===== config.mk =====
export PLATFORM = sky130hd
export DESIGN_NAME = stream_demux_1xn_flat
export DESIGN_NICKNAME = d
export VERILOG_FILES = /design/src/rtl/stream_demux_pkg.sv /design/src/rtl/stream_demux_1xn_if.sv /design/src/rtl/demux_out_reg.sv /design/src/rtl/stream_demux_1xn.sv /design/src/flat_wrapper.sv
export SDC_FILE = /design/constraint.sdc
export NUM_CORES = 1
export LEC_CHECK = 0
export ABC_AREA = 0
export CORE_MARGIN = 5
export CORE_UTILIZATION = 42
export CTS_BUF_LIST = sky130_fd_sc_hd__clkbuf_4 sky130_fd_sc_hd__clkbuf_8
export DETAILED_ROUTE_END_ITERATION = 12
export GPL_TIMING_DRIVEN = 0
export PLACE_DENSITY = 0.74
export SETUP_SLACK_MARGIN = 0.1
export SYNTH_ARGS = -nofsm -noshare
export SYNTH_HDL_FRONTEND = slang
export SYNTH_HIERARCHICAL = 1
export SYNTH_SLANG_ARGS = --single-unit

===== constraint.sdc =====
create_clock -name clk -period 6.5 [get_ports clk]
set_input_delay 1.3 -clock clk [delete_from_list [all_inputs] [get_ports clk]]
set_output_delay 1.3 -clock clk [all_outputs]
set_load 0.005 [all_outputs]

===== src/rtl/stream_demux_pkg.sv =====
// Shared types for the 1-to-NCH packet demultiplexer: FSM state encoding
// used by the RTL and by benches that probe the FSM.
package stream_demux_pkg;

    typedef enum logic [1:0] {
        ST_IDLE  = 2'd0,
        ST_ROUTE = 2'd1,
        ST_DROP  = 2'd2
    } demux_state_t;

    localparam logic [1:0] ST_IDLE_ENC  = 2'd0;
    localparam logic [1:0] ST_ROUTE_ENC = 2'd1;
    localparam logic [1:0] ST_DROP_ENC  = 2'd2;

endpackage


===== src/rtl/stream_demux_1xn_if.sv =====
// Stream bus for stream_demux_1xn: one input stream, NCH flattened output streams.
interface stream_demux_1xn_if #(
    parameter int NCH  = 8,
    parameter int DW   = 8,
    parameter int SELW = $clog2(NCH)
);
    logic [DW-1:0]     in_data;
    logic [SELW-1:0]   in_sel;
    logic              in_valid;
    logic              in_last;
    logic              in_ready;
    logic [NCH*DW-1:0] out_data;
    logic [NCH-1:0]    out_valid;
    logic [NCH-1:0]    out_last;
    logic [NCH-1:0]    out_ready;

    // master: upstream producer plus downstream consumers
    modport master (
        output in_data, in_sel, in_valid, in_last, out_ready,
        input  in_ready, out_data, out_valid, out_last
    );

    modport slave (
        input  in_data, in_sel, in_valid, in_last, out_ready,
        output in_ready, out_data, out_valid, out_last
    );
endinterface


===== src/rtl/demux_out_reg.sv =====
// One-entry output register slice for a single demux channel.
// Data/last hold their last value after draining; only valid drops.
module demux_out_reg #(
    parameter int DW = 8
) (
    input  logic          clk,
    input  logic          rst,
    input  logic          load,
    input  logic [DW-1:0] ld_data,
    input  logic          ld_last,
    output logic [DW-1:0] out_data,
    output logic          out_valid,
    output logic          out_last,
    input  logic          out_ready,
    output logic          can_load
);
    // Empty, or draining this cycle: a load keeps 1 beat/clk throughput
    assign can_load = !out_valid || out_ready;

    always_ff @(posedge clk) begin
        if (rst) begin
            out_data  <= '0;
            out_valid <= 1'b0;
            out_last  <= 1'b0;
        end else if (load) begin
            out_data  <= ld_data;
            out_last  <= ld_last;
            out_valid <= 1'b1;
        end else if (out_ready) begin
            out_valid <= 1'b0;
        end
    end
endmodule


===== src/rtl/stream_demux_1xn.sv =====
// 1-to-NCH packet demultiplexer; channel locked per packet from the first beat.
// Optional DEMUX_DROP_CNT_EN adds a saturating count of invalid-select packets.
module stream_demux_1xn
    import stream_demux_pkg::*;
#(
    parameter int NCH  = 8,
    parameter int DW   = 8,
    parameter int CNTW = 8
) (
    input  logic                 clk,
    input  logic                 rst,
    stream_demux_1xn_if.slave    bus,
    output logic                 busy
`ifdef DEMUX_DROP_CNT_EN
    ,
    output logic [CNTW-1:0]      drop_cnt
`endif
);
    localparam int SELW = $clog2(NCH);
    localparam int NPAD = 1 << SELW;
    localparam logic [SELW:0] NCH_W = (SELW+1)'(NCH);

    demux_state_t    state;
    logic [SELW-1:0] cur_sel;
    logic [SELW-1:0] target_sel;
    logic            in_sel_ok;
    logic            target_ok;
    logic            accept;
    logic [NCH-1:0]  can_load;
    logic [NPAD-1:0] can_load_pad;

    assign in_sel_ok  = ({1'b0, bus.in_sel} < NCH_W);
    assign target_sel = (state == ST_IDLE) ? bus.in_sel : cur_sel;
    assign target_ok  = (state == ST_ROUTE) || ((state == ST_IDLE) && in_sel_ok);

    // Unused select codes read as ready so the mux index is always in range
    always_comb begin
        can_load_pad = '1;
        can_load_pad[NCH-1:0] = can_load;
    end

    assign bus.in_ready = !rst && (target_ok ? can_load_pad[target_sel] : 1'b1);
    assign accept       = bus.in_valid && bus.in_ready;
    assign busy         = (state != ST_IDLE);

    always_ff @(posedge clk) begin
        if (rst) begin
            state   <= ST_IDLE;
            cur_sel <= '0;
        end else if (accept) begin
            case (state)
                ST_IDLE: begin
                    if (!bus.in_last) begin
                        if (in_sel_ok) begin
                            cur_sel <= bus.in_sel;
                            state   <= ST_ROUTE;
                        end else begin
                            state   <= ST_DROP;
                        end
                    end
                end
                ST_ROUTE, ST_DROP: begin
                    if (bus.in_last) state <= ST_IDLE;
                end
                default: state <= ST_IDLE;
            endcase
        end
    end

    for (genvar k = 0; k < NCH; k++) begin : g_ch
        logic load;
        assign load = accept && target_ok && (target_sel == SELW'(k));

        demux_out_reg #(.DW(DW)) u_reg (
            .clk       (clk),
            .rst       (rst),
            .load      (load),
            .ld_data   (bus.in_data),
            .ld_last   (bus.in_last),
            .out_data  (bus.out_data[k*DW +: DW]),
            .out_valid (bus.out_valid[k]),
            .out_last  (bus.out_last[k]),
            .out_ready (bus.out_ready[k]),
            .can_load  (can_load[k])
        );
    end

`ifdef DEMUX_DROP_CNT_EN
    logic drop_evt;
    // First beat with a bad select: covers both DROP entry and single-beat drops
    assign drop_evt = accept && (state == ST_IDLE) && !in_sel_ok;

    always_ff @(posedge clk) begin
        if (rst)                         drop_cnt <= '0;
        else if (drop_evt && !(&drop_cnt)) drop_cnt <= drop_cnt + 1'b1;
    end
`endif
endmodule


===== src/flat_wrapper.sv =====
// flat-port wrapper written by rule: the top's interface ports become plain ports
module stream_demux_1xn_flat import stream_demux_pkg::*;
#(
    parameter int NCH  = 8,
    parameter int DW   = 8,
    parameter int CNTW = 8
)
  (clk, rst, busy, bus_in_data, bus_in_sel, bus_in_valid, bus_in_last, bus_out_ready, bus_in_ready, bus_out_data, bus_out_valid, bus_out_last);
  stream_demux_1xn_if #(.NCH(NCH), .DW(DW)) bus_i ();
  input  logic clk;
  input  logic rst;
  output logic busy;
  input wire logic [$bits(bus_i.in_data)-1:0] bus_in_data;
  input wire logic [$bits(bus_i.in_sel)-1:0] bus_in_sel;
  input wire logic [$bits(bus_i.in_valid)-1:0] bus_in_valid;
  input wire logic [$bits(bus_i.in_last)-1:0] bus_in_last;
  input wire logic [$bits(bus_i.out_ready)-1:0] bus_out_ready;
  output wire logic [$bits(bus_i.in_ready)-1:0] bus_in_ready;
  output wire logic [$bits(bus_i.out_data)-1:0] bus_out_data;
  output wire logic [$bits(bus_i.out_valid)-1:0] bus_out_valid;
  output wire logic [$bits(bus_i.out_last)-1:0] bus_out_last;
  assign bus_i.in_data = bus_in_data;
  assign bus_i.in_sel = bus_in_sel;
  assign bus_i.in_valid = bus_in_valid;
  assign bus_i.in_last = bus_in_last;
  assign bus_i.out_ready = bus_out_ready;
  assign bus_in_ready = bus_i.in_ready;
  assign bus_out_data = bus_i.out_data;
  assign bus_out_valid = bus_i.out_valid;
  assign bus_out_last = bus_i.out_last;
  stream_demux_1xn #(.NCH(NCH), .DW(DW), .CNTW(CNTW)) u_core (.clk(clk), .rst(rst), .bus(bus_i), .busy(busy));
endmodule

# Word level (Yosys, flattened, before mapping)
# Index checks and enable logic that the tools add are counted.
# op_classes
muxes,23
n_eq_ne,11
reduce_logical,43
n_bitwise,1
order_cmp,1
# ops
cell,n
$mux 1,18
$reduce_bool 2->1,9
$eq 3x3->1 const B,4
$logic_and 1x1->1,11
$logic_not 1->1,9
$logic_or 1x1->1,9
$eq 3x2->1 const B,2
$reduce_and 3->1,2
$lt 3x4->1 const B,1
$mux 2,2
$ne 2x2->1 const B,2
$pmux 2 s2,1
$bmux 1 s3,1
$eq 3x1->1 const B,1
$logic_not 3->1,1
$mux 3,1
$eq 2x1->1 const B,1
$eq 2x2->1 const B,1
$logic_not 2->1,1
$reduce_or 2->1,1
$not 1->1,1
# word_totals
out_inout_bits,82
elab_cells,105
inputBits,23
reg_bits,85

# Logic depth before layout (Yosys ltp)
# Gate-level depths: netlist of run 1.
# logic_depth
ltp_word,10
depth_mapped,7
depth_no_buf,6

# Hierarchy
# Netlist of run 1, hierarchy kept.
# by_module_without_submodules
module,seq_area_each_um2,cells_per_inst,area_each_um2,n_inst
demux_out_reg,200.2,33,355.3,8
stream_demux_1xn,80.1,41,414.1,1

# Worst setup path before layout of run 1
# Ideal clock, no wire load.
# synth_path
path_type,input-to-output
startpoint,input bus_in_sel[0]
endpoint,output bus_in_ready
n_path_buf,0
slack_ns,2.866
path_stages,4
arrival_ns,2.334
required_time_ns,5.200
cell_sequence,mux2i_2 -> mux4_2 -> mux2i_4 -> nor2_1
# synth_via
elab_chain_len,5
# synth_rtl
item,line_no,rtl
start: declaration,flat_wrapper.sv:14,input wire logic [$bits(bus_i.in_sel)-1:0] bus_in_sel;
$mux 3,stream_demux_1xn.sv:33,assign target_sel = (state == ST_IDLE) ? bus.in_sel : cur_sel;
$bmux 1 s3,stream_demux_1xn.sv:42,assign bus.in_ready = !rst && (target_ok ? can_load_pad[target_sel] : 1'b1);
$mux 1 (not written as such),stream_demux_1xn.sv:42,
$mux 1,stream_demux_1xn.sv:42,
$logic_and 1x1->1,stream_demux_1xn.sv:42,
end: declaration,flat_wrapper.sv:18,output wire logic [$bits(bus_i.in_ready)-1:0] bus_in_ready;
# Every way passes these cells. The select of a mux whose other input is x is not followed.

# Worst setup path after layout of run 1
# Ends and elaborated chain as after synthesis.

==> reports/metrics.json, run 1 <==
{
  "postRouteAntennaNets": {"value": 0},
  "io_pins": {"value": 105},
  "most_frequently_used_flop_master_after_synthesis": {"value": "sky130_fd_sc_hd__dfxtp_1"},
  "synth_edf_count": {"value": 0},
  "max_cap_viols": {"value": 0},
  "setup.reg_to_reg.worst_slack": {"value": 4040, "unit": "ps"},
  "clk_pin_slew_worst_paths": {"value": 80, "unit": "ps"},
  "peakVddDrop": {"value": 0.000133, "unit": "V"},
  "track_usage": {"value": 18.1, "unit": "%"},
  "numPortBuffers": {"value": 104},
  "totalWireLength": {"value": 8620, "unit": "um"},
  "grt_setup_unrepaired": {"value": "no"},
  "whs_path_depth": {"value": 2},
  "detail_route.iter0.violations": {"value": 86},
  "asyncSetResetFlopFracSynth": {"value": 0, "unit": "%"},
  "synth.ff_latch_count": {"value": 84},
  "timing.rr.start": {"value": "u_core/state[0]"},
  "layout-drive-gt1-share": {"value": 9.65, "unit": "%"},
  "period_needed": {"value": 4730, "unit": "ps"},
  "timing.final.hold_violations": {"value": 0},
  "ys_seq_area_share": {"value": 51.6, "unit": "%"},
  "synth.avg_cell_area": {"value": 10.7, "unit": "um^2"},
  "top_cells_by_area_synth": {"value": "sky130_fd_sc_hd__dfxtp_1 52%, sky130_fd_sc_hd__mux2i_1 23%, sky130_fd_sc_hd__nor2_1 9.2%"},
  "post_cts_buffers": {"value": 0},
  "nature_of_the_critical_path_startpoint": {"value": "input port"},
  "drc_errors": {"value": 0},
  "clk_latency": {"value": 340, "unit": "ps"},
  "synth.most_common_cell": {"value": "sky130_fd_sc_hd__dfxtp_1"},
  "relSlewSlack": {"value": 60.6, "unit": "%"},
  "dr_total_vias": {"value": 2472},
  "cts-root-to-sink-buffers": {"value": 2},
  "postCtsResizedCells": {"value": 0},
  "met2_routed_wirelength": {"value": 4120, "unit": "um"},
  "post_cts_hold_buffer_count": {"value": 0},
  "intPower": {"value": 874, "unit": "uW"},
  "setup_violations": {"value": 0},
  "die_area": {"value": 9620, "unit": "um^2"},
  "power.share.switching": {"value": 21.1, "unit": "%"},
  "endpoint_kind": {"value": "output pin"},
  "synth.top_cells.by_count": {"value": "84 x sky130_fd_sc_hd__dfxtp_1, 80 x sky130_fd_sc_hd__nor2_1, 75 x sky130_fd_sc_hd__mux2i_1"},
  "synthesis.area": {"value": 3260, "unit": "um^2"},
  "post-route-period-util": {"value": 72.7, "unit": "%"},
  "area_delta_synth_final": {"value": 44.3, "unit": "%"},
  "worstPathRequired": {"value": 5200, "unit": "ps"},
  "cts_htree_levels": {"value": 3},
  "layout.nets": {"value": 443},
  "fin_setup_tns": {"value": 0, "unit": "ps"},
  "hold_path_startpoint": {"value": "u_core/cur_sel[2]"},
  "netlist-cell-type-count": {"value": 20},
  "power.total": {"value": 1.11, "unit": "mW"},
  "rows": {"value": 32},
  "topRoutingLayerUsed": {"value": "met4"},
  "detailedPlacementHpwl": {"value": 6050, "unit": "um"},
  "netSwitchingPower": {"value": 234, "unit": "uW"},
  "skew": {"value": 6.31, "unit": "ps"},
  "met3_wirelength": {"value": 532, "unit": "um"},
  "power.sequential.fraction": {"value": 47.7, "unit": "%"},
  "worstPathArrival": {"value": 3430, "unit": "ps"},
  "timing.final.max_slew_violations": {"value": 0},
  "maxClockFrequency": {"value": 0.211, "unit": "GHz"},
  "numClockSinks": {"value": 84},
  "grt_start_max_net_pins": {"value": 18},
  "gpl.final_weighted_congestion": {"value": 0.778},
  "synthesis.instances": {"value": 305},
  "ff2ff_path_depth": {"value": 7},
  "grt_overflow": {"value": 0},
  "post_drt_wl_per_cell": {"value": 16.4, "unit": "um"},
  "dp.cells": {"value": 511},
  "drtPass1Iterations": {"value": 5},
  "initial_utilization": {"value": 42.6, "unit": "%"},
  "worst-path-max-fanout": {"value": 9},
  "worst_slew_pin_slew": {"value": 579, "unit": "ps"},
  "power_per_cell_area": {"value": 236, "unit": "nW/um^2"},
  "via_count_of_the_first_global_routing_pass": {"value": 2454},
  "tritoncts": {"value": "built"},
  "floorplan.core_area": {"value": 7650, "unit": "um^2"},
  "yosysWarningCount": {"value": 6},
  "worst_min_delay_path_endpoint": {"value": "u_core/cur_sel[2]"},
  "cts.root.buffer_cell": {"value": "sky130_fd_sc_hd__clkbuf_8"},
  "grt_antenna_before_repair": {"value": 0},
  "total_leakage_power": {"value": 1.61, "unit": "nW"},
  "synth_largest_type_area_fraction": {"value": 51.6, "unit": "%"},
  "die_x": {"value": 98.1, "unit": "um"},
  "routedLengthMet1": {"value": 3930, "unit": "um"},
  "vertical_extent_of_the_die": {"value": 98.1, "unit": "um"},
  "post-synth-top-area-cell": {"value": "sky130_fd_sc_hd__dfxtp_1"},
  "final_non_filler_cell_total": {"value": 527},
  "antennaDiodeCount": {"value": 0},
  "pwr-share-comb": {"value": 8.2, "unit": "%"},
  "worstHoldPathType": {"value": "reg -> reg"},
  "run_status": {"value": "finished, final reports clean"},
  "type_of_the_worst_setup_path": {"value": "in -> out"},
  "power.share.clock": {"value": 44.1, "unit": "%"},
  "numCtsBuffers": {"value": 9},
  "drt-vias-per-instance": {"value": 4.69},
  "end_of_the_worst_register_to_register_path": {"value": "u_core/g_ch[3].u_reg/out_data[5]"},
  "mappedNetlistNets": {"value": 328},
  "wire_length_of_the_first_global_routing_pass": {"value": 13600, "unit": "um"}
}
[placed cells by master (no fill, tap or decap), types with 2 or more instances in the layout]
cell type	n
sky130_fd_sc_hd__buf_6	8
sky130_fd_sc_hd__nand2b_1	15
sky130_fd_sc_hd__nor2_1	80
sky130_fd_sc_hd__mux4_2	4
sky130_fd_sc_hd__nor3_1	2
sky130_fd_sc_hd__clkbuf_2	8
sky130_fd_sc_hd__bufinv_16	4
sky130_fd_sc_hd__clkinvlp_4	2
sky130_fd_sc_hd__mux2i_2	2
sky130_fd_sc_hd__mux2i_1	75
sky130_fd_sc_hd__a21oi_1	9
sky130_fd_sc_hd__inv_1	9
sky130_fd_sc_hd__clkbuf_8	10
sky130_fd_sc_hd__dfxtp_1	84
sky130_fd_sc_hd__clkdlybuf4s50_1	104
[flip-flops by register name, summed over array words and instances, names as in the netlist]
signal                       flops
u_core/g_ch.u_reg/out_data      64
u_core/g_ch.u_reg/out_last       8
u_core/g_ch.u_reg/out_valid      8
u_core/cur_sel                   3
u_core/state                     1
[stage by stage]
| stage | instance area [um^2] | setup slack, ps | util, % | hold WS [ps] |
|---|---|---|---|---|
| 2_1_floorplan | 3260 | 2870 | - | 448 |
| 3_3_place_gp | 4430 | 1830 | 57.9 | 460 |
| 3_5_place_dp | 4430 | 1790 | 57.9 | 479 |
| 4_1_cts | 4700 | 1780 | 61.4 | 494 |
| 5_1_grt | 4700 | 1650 | 61.4 | 504 |
| 6_report | 4700 | 1770 | 61.4 | 492 |
[worst max path at each step]
stage / startpoint / endpoint / depth (start not counted)
final: bus_in_sel[0] / bus_in_ready / 6
after detailed placement: bus_in_sel[0] / bus_in_ready / 6
after global placement: bus_in_sel[0] / bus_in_ready / 6
after floorplan: bus_in_sel[0] / bus_in_ready / 4
after global routing: bus_in_sel[0] / bus_in_ready / 6
after CTS: bus_in_sel[0] / bus_in_ready / 6
[cell families (layout without fill, tap and decap cells)]
logic type	count (synthesis)	in the layout	synth area share (%)
and+or+nand+nor	103	103	14.0
DFF	84	84	51.6
muxes	83	83	27.8
buffers and inverters	25	145	5.03
AOI/OAI and AO/OA	10	10	1.54
[layer usage]
metal / vias up / global-route usage, %
met5: - / 0
met4: 0 / 3.51
met3: 4 / 6.93
met2: 62 / 29.4
met1: 1166 / 23.1
li1: 1240 / -
[final cells by class]
class,count,area [um^2]
repair buffers,104,1040
inverters,9,33.8
clock buffers,10,138
multi-input cells,196,1410
plain buffers,16,130
fillers,670,2950
clock inverters,6,135
well taps,102,128
flip-flops and latches,84,1680
[power groups by stage]
stage | sequential, mW | combinational (mW) | clock (mW)
after floorplan | 0.541 | 0.0409 | 0
after global placement | 0.541 | 0.0902 | 0
after detailed placement | 0.541 | 0.0913 | 0
after CTS | 0.529 | 0.0917 | 0.497
after global routing | 0.530 | 0.0982 | 0.529
final | 0.529 | 0.0905 | 0.489
[worst max-delay path, stage by stage]
cell and delay, ps:
sky130_fd_sc_hd__clkdlybuf4s50_1 440, sky130_fd_sc_hd__mux2i_2 490, sky130_fd_sc_hd__mux4_2 430, sky130_fd_sc_hd__mux2i_4 230
sky130_fd_sc_hd__nor2_1 60, sky130_fd_sc_hd__clkdlybuf4s50_1 460
(Power assumes the default switching activity.)
==> run 2, diff against run 1 <==
==> constraint.sdc (replaced) <==
create_clock -name clk -period 4.7 [get_ports clk]
set_input_delay 0.94 -clock clk [delete_from_list [all_inputs] [get_ports clk]]
set_output_delay 0.94 -clock clk [all_outputs]
set_load 0.005 [all_outputs]
==> results of run 2 <==
The final DEF is identical to that of run 1. Status: finished, final reports clean.
Main changes from that run: setup slack after placement 1790 ps -> 710 ps; setup slack after layout 1770 ps -> 691 ps; register-to-register setup slack 4040 ps -> 2240 ps; total power 1.11 mW -> 1.53 mW; worst IR drop on VDD 0.000133 V -> 0.000184 V
==> run 3, diff against run 2 <==
--- a/config.mk
+++ b/config.mk
@@ -6,12 +6,13 @@
 export NUM_CORES = 1
 export LEC_CHECK = 0
 export ABC_AREA = 0
-export CORE_MARGIN = 5
-export CORE_UTILIZATION = 42
+export ABC_CLOCK_PERIOD_IN_PS = 4700
+export CORE_MARGIN = 4
+export CORE_UTILIZATION = 40
 export CTS_BUF_LIST = sky130_fd_sc_hd__clkbuf_4 sky130_fd_sc_hd__clkbuf_8
 export DETAILED_ROUTE_END_ITERATION = 12
 export GPL_TIMING_DRIVEN = 0
-export PLACE_DENSITY = 0.74
+export PLACE_DENSITY = 0.71
 export SETUP_SLACK_MARGIN = 0.1
 export SYNTH_ARGS = -nofsm -noshare
 export SYNTH_HDL_FRONTEND = slang
==> run 3 against run 2 <==
  * Setup slack improved by 41 ps
  * Fmax grew 1.0%
  * Clock-buffer cell count shrank 1
  * Total power is 7.2% lower
  * Largest power group unchanged
  * Die area grew 0.36%
  * First-iteration DRC count increased by 15%
  * Non-clock buffer count did not move
  * Sequential power is essentially flat
  * Combinational power about the same
  * Critical path type unchanged
  * Final cell count is the same
  * Utilization is 1.9 points lower
  * Clock skew rose by 2.9 ps
==> reports/metrics.json, run 3 (same netlist as run 1, synthesis figures left out) <==
{
  "run_status": {"value": "finished, final reports clean"},
  "layout-drive-gt1-share": {"value": 9.65, "unit": "%", "change": "unchanged"},
  "cts_htree_levels": {"value": 3, "change": "unchanged"},
  "largest_reg_by_ff_count": {"value": "u_core/g_ch.u_reg/out_data"},
  "total_leakage_power": {"value": 1.59, "unit": "nW", "change": "-1.2%"},
  "area_delta_synth_final": {"value": 42.7, "unit": "%"},
  "io_pins": {"value": 105, "change": "unchanged"},
  "intPower": {"value": 1.09, "unit": "mW"},
  "detail_route.iter0.violations": {"value": 99, "change": "+15%"},
  "grtUsageMet3": {"value": 6.71, "unit": "%", "change": "-0.21 points"},
  "drtPass1Iterations": {"value": 4, "change": "-1"},
  "antennaDiodeCount": {"value": 0, "change": "unchanged"},
  "grt_busiest_layer": {"value": "met2"},
  "vertical_extent_of_the_die": {"value": 98.2, "unit": "um", "change": "+0.18%"},
  "timing.final.hold_violations": {"value": 0, "change": "unchanged"},
  "cts.root.buffer_cell": {"value": "sky130_fd_sc_hd__clkbuf_8"},
  "postRouteAntennaNets": {"value": 0, "change": "unchanged"},
  "period_needed": {"value": 3970, "unit": "ps"},
  "power_per_cell_area": {"value": 306, "unit": "nW/um^2"},
  "layout.nets": {"value": 443, "change": "unchanged"},
  "mostFrequentLayoutCell": {"value": "sky130_fd_sc_hd__clkdlybuf4s50_1"},
  "clk_pin_slew_worst_paths": {"value": 90, "unit": "ps", "change": "about the same"},
  "gpl.final_weighted_congestion": {"value": 0.756, "change": "-2.8%"},
  "numClockSinks": {"value": 84, "change": "unchanged"},
  "type_of_the_worst_setup_path": {"value": "in -> out"},
  "peakVddDrop": {"value": 0.000174, "unit": "V"},
  "power.total": {"value": 1.42, "unit": "mW"},
  "post_cts_buffers": {"value": 0, "change": "unchanged"},
  "grt_overflow": {"value": 0, "change": "unchanged"},
  "grt_antenna_before_repair": {"value": 0, "change": "unchanged"},
  "numCtsBuffers": {"value": 9, "change": "unchanged"},
  "numPortBuffers": {"value": 104, "change": "unchanged"},
  "dr_total_vias": {"value": 2470, "change": "-0.081%"},
  "global_route.usage.met2": {"value": 27.4, "unit": "%", "change": "-2.0 points"},
  "endpoint_kind": {"value": "output pin"},
  "worstPathRequired": {"value": 3760, "unit": "ps"},
  "detailedPlacementHpwl": {"value": 5860, "unit": "um", "change": "-3.2%"},
  "largest_registers": {"value": "u_core/g_ch.u_reg/out_data (64), u_core/g_ch.u_reg/out_last (8), u_core/g_ch.u_reg/out_valid (8)"},
  "initial_utilization": {"value": 41.7, "unit": "%", "change": "-0.87 points"},
  "totalWireLength": {"value": 8490, "unit": "um", "change": "-1.6%"},
  "netSwitchingPower": {"value": 331, "unit": "uW"},
  "fin_setup_tns": {"value": 0, "unit": "ps", "change": "unchanged"},
  "dp.cells": {"value": 511, "change": "unchanged"},
  "drt-vias-per-instance": {"value": 4.69, "change": "about the same"},
  "post_drt_wl_per_cell": {"value": 16.1, "unit": "um", "change": "-1.6%"},
  "post-route-period-util": {"value": 84.4, "unit": "%"},
  "grt_setup_unrepaired": {"value": "no"},
  "die_x": {"value": 98.2, "unit": "um", "change": "+0.18%"},
  "worst_slew_pin_slew": {"value": 603, "unit": "ps", "change": "+24.3 ps"},
  "via_count_of_the_first_global_routing_pass": {"value": 2435, "change": "-0.77%"},
  "wire_length_of_the_first_global_routing_pass": {"value": 13700, "unit": "um", "change": "+0.81%"},
  "die_area": {"value": 9650, "unit": "um^2", "change": "+0.36%"},
  "worstHoldPathType": {"value": "reg -> reg"},
  "setup_violations": {"value": 0, "change": "unchanged"},
  "nature_of_the_critical_path_startpoint": {"value": "input port"},
  "power.share.clock": {"value": 39.7, "unit": "%", "change": "-4.4 points"},
  "rows": {"value": 32, "change": "unchanged"},
  "drc_errors": {"value": 0, "change": "unchanged"},
  "final_cell_mix": {"value": "104 x sky130_fd_sc_hd__clkdlybuf4s50_1, 84 x sky130_fd_sc_hd__dfxtp_1, 80 x sky130_fd_sc_hd__nor2_1"},
  "power.sequential.fraction": {"value": 51.4, "unit": "%", "change": "+3.7 points"},
  "flip_flop_count_of_the_largest_register_after_layout": {"value": 64, "change": "unchanged"},
  "cts-root-to-sink-buffers": {"value": 2, "change": "unchanged"},
  "clk_latency": {"value": 340, "unit": "ps", "change": "about the same"},
  "pwr-share-comb": {"value": 8.8, "unit": "%", "change": "+0.6 points"},
  "post_cts_hold_buffer_count": {"value": 0, "change": "unchanged"},
  "fill_cell_count": {"value": 699, "change": "+4.3%"},
  "tritoncts": {"value": "built"},
  "worstPathArrival": {"value": 3030, "unit": "ps"},
  "skew": {"value": 9.22, "unit": "ps", "change": "+2.91 ps"},
  "relSlewSlack": {"value": 59.7, "unit": "%", "change": "-0.98 points"},
  "grt_start_max_net_pins": {"value": 18, "change": "unchanged"},
  "max_cap_viols": {"value": 0, "change": "unchanged"},
  "worst-path-max-fanout": {"value": 9, "change": "unchanged"},
  "floorplan.core_area": {"value": 7810, "unit": "um^2", "change": "+2.1%"},
  "grt.met1_usage": {"value": 24.6, "unit": "%", "change": "+1.5 points"},
  "timing.final.max_slew_violations": {"value": 0, "change": "unchanged"},
  "power.share.switching": {"value": 23.3, "unit": "%"},
  "maxClockFrequency": {"value": 0.252, "unit": "GHz"},
  "final_non_filler_cell_total": {"value": 527, "change": "unchanged"},
  "track_usage": {"value": 18.0, "unit": "%", "change": "-0.12 points"},
  "postCtsResizedCells": {"value": 0, "change": "unchanged"},
  "layout.core_utilization": {"value": 59.5, "unit": "%", "change": "-1.9 points"}
}
[run 3: metal layers]
layer  wire length, um  up-vias
li1                  -     1243
met4                53        0
met1              3950     1145
met3               634        5
met5                 0        -
met2              3850       77
[run 3: path summary, 6_finish.rpt]
check                                      from                            end  slack (ps)  cells after the start
hold / removal    u_core/g_ch[6].u_reg/out_last  u_core/g_ch[6].u_reg/out_last         500                      2
hold reg to reg   u_core/g_ch[6].u_reg/out_last  u_core/g_ch[6].u_reg/out_last         500                      2
setup / recovery                  bus_in_sel[0]                   bus_in_ready         730                      6
setup reg to reg                u_core/state[0]  u_core/g_ch[2].u_reg/out_last        2250                      7
[run 3: power groups by stage]
stage	registers (mW)	clock network, mW	logic (mW)
after floorplan	0.748	0	0.0565
after global placement	0.748	0	0.125
after detailed placement	0.748	0	0.127
after CTS	0.731	0.580	0.127
after global routing	0.733	0.613	0.136
final	0.731	0.565	0.126
[run 3: metrics by stage]
stage               cell area (um^2)  setup WS (ps)  hold WS, ps
finish                          4650            733          496
global route                    4650            563          524
CTS                             4650            714          495
detailed placement              4430            715          478
global placement                4430            751          460
floorplan                       3260           1790          448
[run 3: critical path, cell delays in order]
cell and delay (ps):
sky130_fd_sc_hd__clkdlybuf4s50_1 450, sky130_fd_sc_hd__mux2i_2 460, sky130_fd_sc_hd__mux4_2 420, sky130_fd_sc_hd__mux2i_4 220, sky130_fd_sc_hd__nor2_1 60, sky130_fd_sc_hd__clkdlybuf4s50_1 460
[run 3: cell type report]
cell class                      instances  area [um^2]  share of cell area, %
Tap cell                              102          128                   2.75
Clock inverter                          7         98.8                   2.13
Sequential cell                        84         1680                   36.2
Clock buffer                            9          124                   2.66
Inverter                                9         33.8                  0.727
Multi-Input combinational cell        196         1410                   30.4
Buffer                                 16          130                   2.80
Timing Repair Buffer                  104         1040                   22.4
